$ cat src/rtl/inst_seq_accel.sv
// rtl/inst_seq_accel.sv - programmable instruction-pair pattern matcher with replacement injection
module inst_seq_accel #(
    parameter int INST_W    = 16,
    parameter int PC_W      = 10,
    parameter int NUM_PAT   = 2,
    parameter int PAT_PAIRS = 10,
    parameter int INJ_PAIRS = 2,
    localparam int PAT_W     = (NUM_PAT > 1) ? $clog2(NUM_PAT) : 1,
    localparam int MAX_PAIRS = (PAT_PAIRS > INJ_PAIRS) ? PAT_PAIRS : INJ_PAIRS,
    localparam int IDX_W     = $clog2(MAX_PAIRS),
    localparam int PAIR_W    = 2 * INST_W
) (
    input  logic              clk,
    input  logic              resetN,
    input  logic              cfg_we,
    input  logic              cfg_tbl,
    input  logic [PAT_W-1:0]  cfg_pat,
    input  logic [IDX_W-1:0]  cfg_idx,
    input  logic [PAIR_W-1:0] cfg_data,
    input  logic [NUM_PAT-1:0] cfg_en,
    input  logic              in_valid,
    input  logic              flush,
    input  logic [INST_W-1:0] inst0,
    input  logic [INST_W-1:0] inst1,
    input  logic [PC_W-1:0]   pc_dec,
    output logic              inj_active,
    output logic [INST_W-1:0] inj_inst0,
    output logic [INST_W-1:0] inj_inst1,
    output logic              pc_hold,
    output logic [PC_W-1:0]   resume_pc,
    output logic [PAT_W-1:0]  hit_pat,
    output logic [15:0]       hit_cnt
);

    localparam int CNT_W = $clog2(PAT_PAIRS);
    localparam int PTR_W = (INJ_PAIRS > 1) ? $clog2(INJ_PAIRS) : 1;

    typedef enum logic {IDLE = 1'b0, INJECT = 1'b1} stateT;

    stateT             state;
    logic [PAIR_W-1:0] patTbl [NUM_PAT][PAT_PAIRS];
    logic [PAIR_W-1:0] injTbl [NUM_PAT][INJ_PAIRS];
    logic [PAIR_W-1:0] injBuf [INJ_PAIRS];
    logic [CNT_W-1:0]  cnt [NUM_PAT];
    logic [PTR_W-1:0]  injPtr;
    logic [PTR_W-1:0]  ptrNext;
    logic              injActive;
    logic [PAIR_W-1:0] outPair;
    logic [PC_W-1:0]   resumePc;
    logic [PAT_W-1:0]  hitPat;
    logic [15:0]       hitCnt;

    logic [PAIR_W-1:0] pair;
    logic [PAIR_W-1:0] curEntry [NUM_PAT];
    logic [NUM_PAT-1:0] matchCur;
    logic [NUM_PAT-1:0] matchFirst;
    logic [NUM_PAT-1:0] lastHit;
    logic              anyHit;
    logic [PAT_W-1:0]  hitIdx;
    logic [PAIR_W-1:0] hitRow [INJ_PAIRS];

    assign ptrNext    = injPtr + PTR_W'(1);
    assign inj_active = injActive;
    assign pc_hold    = injActive;
    assign {inj_inst1, inj_inst0} = outPair;
    assign resume_pc  = resumePc;
    assign hit_pat    = hitPat;
    assign hit_cnt    = hitCnt;

    // Compare the decode pair against each pattern's expected entry and its first entry
    always_comb begin
        pair = {inst1, inst0};
        for (int p = 0; p < NUM_PAT; p++) begin
            curEntry[p] = patTbl[p][0];
            for (int k = 1; k < PAT_PAIRS; k++) begin
                if (cnt[p] == CNT_W'(k)) curEntry[p] = patTbl[p][k];
            end
            matchCur[p]   = (pair == curEntry[p]);
            matchFirst[p] = (pair == patTbl[p][0]);
            lastHit[p]    = (state == IDLE) && in_valid && !flush && cfg_en[p] &&
                            (cnt[p] == CNT_W'(PAT_PAIRS - 1)) && matchCur[p];
        end
    end

    // Lowest-numbered hitting pattern wins; select its replacement row
    always_comb begin
        anyHit = |lastHit;
        hitIdx = '0;
        for (int p = NUM_PAT - 1; p >= 0; p--) begin
            if (lastHit[p]) hitIdx = PAT_W'(p);
        end
        for (int k = 0; k < INJ_PAIRS; k++) begin
            hitRow[k] = injTbl[0][k];
            for (int p = 1; p < NUM_PAT; p++) begin
                if (hitIdx == PAT_W'(p)) hitRow[k] = injTbl[p][k];
            end
        end
    end

    // Table writes; out-of-range indices match no entry and are dropped
    always_ff @(posedge clk or negedge resetN) begin
        if (!resetN) begin
            for (int p = 0; p < NUM_PAT; p++) begin
                for (int k = 0; k < PAT_PAIRS; k++) patTbl[p][k] <= '0;
                for (int k = 0; k < INJ_PAIRS; k++) injTbl[p][k] <= '0;
            end
        end else if (cfg_we) begin
            for (int p = 0; p < NUM_PAT; p++) begin
                for (int k = 0; k < PAT_PAIRS; k++) begin
                    if (!cfg_tbl && cfg_pat == PAT_W'(p) && cfg_idx == IDX_W'(k))
                        patTbl[p][k] <= cfg_data;
                end
                for (int k = 0; k < INJ_PAIRS; k++) begin
                    if (cfg_tbl && cfg_pat == PAT_W'(p) && cfg_idx == IDX_W'(k))
                        injTbl[p][k] <= cfg_data;
                end
            end
        end
    end

    // Match/inject FSM; the replacement row is snapshotted at the hit so later writes cannot disturb it
    always_ff @(posedge clk or negedge resetN) begin
        if (!resetN) begin
            state     <= IDLE;
            injActive <= 1'b0;
            injPtr    <= '0;
            outPair   <= '0;
            resumePc  <= '0;
            hitPat    <= '0;
            hitCnt    <= '0;
            for (int k = 0; k < INJ_PAIRS; k++) injBuf[k] <= '0;
            for (int p = 0; p < NUM_PAT; p++) cnt[p] <= '0;
        end else if (state == IDLE) begin
            if (anyHit) begin
                state     <= INJECT;
                injActive <= 1'b1;
                injPtr    <= '0;
                outPair   <= hitRow[0];
                resumePc  <= pc_dec + PC_W'(2);
                hitPat    <= hitIdx;
                if (hitCnt != 16'hFFFF) hitCnt <= hitCnt + 16'd1;
                for (int k = 0; k < INJ_PAIRS; k++) injBuf[k] <= hitRow[k];
                for (int p = 0; p < NUM_PAT; p++) cnt[p] <= '0;
            end else begin
                for (int p = 0; p < NUM_PAT; p++) begin
                    if (flush || !cfg_en[p] || cfg_we)
                        cnt[p] <= '0;
                    else if (in_valid)
                        cnt[p] <= matchCur[p] ? cnt[p] + CNT_W'(1)
                                              : (matchFirst[p] ? CNT_W'(1) : {CNT_W{1'b0}});
                end
            end
        end else begin
            for (int p = 0; p < NUM_PAT; p++) cnt[p] <= '0;
            if (injPtr == PTR_W'(INJ_PAIRS - 1)) begin
                state     <= IDLE;
                injActive <= 1'b0;
                injPtr    <= '0;
                outPair   <= '0;
            end else begin
                injPtr <= ptrNext;
                for (int k = 0; k < INJ_PAIRS; k++) begin
                    if (ptrNext == PTR_W'(k)) outPair <= injBuf[k];
                end
            end
        end
    end

endmodule

$ cat config.mk
export PLATFORM = sky130hd
export DESIGN_NAME = inst_seq_accel
export DESIGN_NICKNAME = d
export VERILOG_FILES = /design/src/rtl/inst_seq_accel.sv
export SDC_FILE = /design/constraint.sdc
export NUM_CORES = 2
export LEC_CHECK = 0
export CORE_MARGIN = 1.5
export CORE_UTILIZATION = 40
export CTS_CLUSTER_SIZE = 25
export DETAILED_ROUTE_END_ITERATION = 7
export DONT_BUFFER_PORTS = 1
export PLACE_DENSITY = 0.64
export SLEW_MARGIN = 20
export SYNTH_ARGS = -nofsm -noshare
export SYNTH_HDL_FRONTEND = slang
export SYNTH_SLANG_ARGS = --single-unit
$ cat constraint.sdc
create_clock -name clk -period 5.2 [get_ports clk]
set_input_delay 0.78 -clock clk [delete_from_list [all_inputs] [get_ports clk]]
set_output_delay 0.78 -clock clk [all_outputs]
set_load 0.005 [all_outputs]
==> run summary <==
Crit path DAT -> 5.54 ns
Pre-CTS setup slack -> 0.320 ns
Max transition margin -> 19.9%
Number of synthesized flops with an enable pin -> 0
CP startpoint -> cnt[0]$_DFFE_PN0P_
Syn-to-layout area delta -> 12.1%
#FFs+latches synth -> 870
Outcome -> completed
Pin count of the biggest net entering global routing -> 871
Die height -> 333 um
Clk_lat worst skew -> 0.67 ns
Critical Path Sink Type -> flop
Detailed placement HPWL -> 101 mm
GRT overflow -> 0
Async S/R FF share, synth -> 100%
Synth Flop Type -> dfrtp_1
Tot GR Track Use -> 26.9%
Crit path kind -> flop to flop
Critical-path top delay cell -> a2111oi_0
DRC Markers -> 0
Most frequent cells in the layout -> dfrtp_1, mux2_2, a21oi_1
Top cell type's share of synthesized area -> 49.9%
Cell area power density -> 335 nW/um^2
Vias per cell -> 6.29
Commonest non-fill, non-tap cell in the layout -> dfrtp_1
CP Cell Sequence -> inv_1 > ha_2 > buf_4 > nor2_2 > nor2_1 > buf_4 > o221ai_1 > a21oi_1 > xor2_1 > a2111oi_0 > nand4_1 > buf_4 > nand3b_4 > or2_1 > buf_12 > a2111oi_4 > mux2_1
Routed WL per cell -> 29.3 um
Worst path bufs/invs -> 5
Port-buffer cells -> 0
First-pass GRT wire length -> 223 mm
Yosys cell types -> 93
CTS max path bufs -> 3
Min Tclk post-route -> 5.02 ns
Via Count -> 32.8k
Post-Route WL -> 153 mm
Cell family with most CP delay -> compound AO/OA/AOI/OAI gates
Setup repair after global routing missed its margin -> false
Final net count -> 3824
Synth area leader -> dfrtp_1
Mean post-synth cell area -> 11.5 um^2
Detail Route Antenna Nets -> 0
Total CTS buffers -> 91
Die width -> 333 um
Max Cap Violations -> 0
Hold Vio Cnt, Final -> 0
Initial antenna violation count -> 15
Crit Path Max Fanout -> 31
Vias in the first global route -> 32.2k
GP Congestion -> 1.02
Iteration count of the initial detailed-routing pass -> 7
Max Slew Vio Count -> 0
Worst clock skew -> 0.0335 ns
Max Clk Rate -> 0.199 GHz
Slowest cell delay on critical path -> 0.73 ns
Share of cells above drive strength 1 -> 32.0%
Sequential element share of the synthesized area -> 49.9%
CP required -> 5.73 ns
Core ar. -> 108000 um^2
Top-Level Pins -> 148
CTS-repair resized insts -> 0
Setup bufs post-CTS -> 0
Die area -> 111000 um^2
CTS sink cnt -> 870
Number of fill cells -> 9937
CTS tree -> done
Synthesized instance count -> 3790
Synth area leaders -> dfrtp_1, mux2_2, a21oi_1
CTS HTree Levels -> 3
TNS Setup -> 0 ns
Nature of the critical path startpoint -> flop
Measured slew at the worst slew-check pin -> 1.20 ns
CTS root buf -> clkbuf_16
Synth warn -> 0
Starting Density -> 40.5%
Worst IR Drop VDD -> 0.240 mV
FP Rows -> 120
Starting DRT DRC Count -> 4162
Crit path top cell by count -> buf_4
CTS clk-pin slew, worst paths -> 0.07 ns
Final cycle utilization of the critical path -> 96.5%
Post-synth design cell area -> 43600 um^2
HP Class -> input pin to asynchronous set/reset pin
Setup ws final -> 0.184 ns
Worst hold margin -> 0.00932 ns
Net Count, Synth -> 3887
Worst reg2reg path startpoint -> cnt[0]$_DFFE_PN0P_
Final Setup Violations -> 0
Leakage power -> 22.2 nW
per-stage QoR:
step,util (%),power (mW),instance area [um^2],instances
CTS,45.2,16.3,48600,5196
global route,45.4,16.9,48800,5204
finish,45.4,16.4,48900,5207
floorplan,-,9.23,43600,3790
global placement,42.4,9.51,45600,5028
detailed placement,42.4,9.59,45600,5029
cell usage after synthesis (10+ instances only):
master / number
clkbuf_1: 185
o211ai_1: 13
nor4_1: 21
and3_1: 12
o221ai_1: 39
a22oi_1: 28
nor3b_1: 15
a221oi_1: 30
a2bb2oi_1: 10
nand3_1: 36
mux2_2: 813
mux2i_1: 91
xnor2_1: 89
nor3_1: 43
o21a_1: 12
inv_1: 60
ha_1: 10
o31ai_1: 14
nor2_1: 177
o22ai_1: 65
o21ai_0: 174
buf_1: 58
nor2b_1: 48
a21oi_1: 193
nand2_1: 172
nand2b_1: 37
a211o_1: 13
nand3b_1: 19
xor2_1: 28
buf_2: 92
dfrtp_1: 870
o22a_1: 14
a21o_1: 16
a31oi_1: 16
a211oi_1: 26
nand4_1: 30
flip-flops by register name, summed over array words and instances, names as in the netlist, 8 cells and up:
| register | count |
|---|---|
| patTbl | 640 |
| cnt | 8 |
| outPair | 32 |
| hit_cnt | 16 |
| injTbl | 128 |
| injBuf | 32 |
| resume_pc | 10 |
worst reg2reg max path, stage by stage, from the launching register on:
cell,delay (ns)
dfrtp_1,0.46
inv_1,0.15
ha_2,0.40
buf_4,0.39
nor2_2,0.12
nor2_1,0.24
buf_4,0.23
o221ai_1,0.13
a21oi_1,0.19
xor2_1,0.09
a2111oi_0,0.73
nand4_1,0.25
buf_4,0.21
nand3b_4,0.15
or2_1,0.26
buf_12,0.17
a2111oi_4,0.38
mux2_1,0.34
report_power, final:
| group | switching [mW] | internal [mW] |
|---|---|---|
| clock network | 2.81 | 3.89 |
| logic | 0.642 | 0.888 |
| registers | 0.559 | 7.57 |
| total | 4.02 | 12.3 |
final cells by class:
type | instances | area (um^2) | area share, %
antenna | 3 | 7.51 | 0.0154
clock buffer | 137 | 2700 | 5.53
clock inverter | 30 | 348 | 0.712
inverter | 64 | 240 | 0.492
multi-input combinational | 2509 | 20200 | 41.4
sequential | 870 | 21800 | 44.6
tap | 1403 | 1760 | 3.59
timing repair buffer | 191 | 1790 | 3.66
layer usage:
layer	wire (um)	part of all wire, %	GRT usage, %
met1	62600	41	36.6
met2	64000	42	39.2
met3	19200	13	9.19
met4	6650	4.4	10.2
met5	69	0.045	0
cell families (layout without fill, tap and decap cells):
logic type / after synthesis / count (layout) / synth area share (%)
fa+ha+maj: 10 / 10 / 0.287
compound gates: 802 / 802 / 12.4
mux: 906 / 906 / 23.1
other cells: 0 / 3 / 0
flops: 870 / 870 / 49.9
buf+inv: 411 / 422 / 3.96
xor+xnor: 117 / 117 / 2.35
simple gates: 674 / 674 / 7.88
path summary, 6_finish.rpt:
check	cells past startpoint	slack, ns	to
worst max-delay path	17	0.18	hit_cnt[14]$_DFFE_PN0P_
worst min-delay path	1	0.009	hit_cnt[4]$_DFFE_PN0P_
worst max register to register	17	0.18	hit_cnt[14]$_DFFE_PN0P_
worst min register to register	2	0.47	outPair[26]$_DFFE_PN0P_
max in group asynchronous	3	3.08	patTbl[152]$_DFFE_PN0P_
min in group clk	1	0.22	resume_pc[1]$_DFFE_PN0P_
No activity file was read; power rests on OpenSTA's default activity.
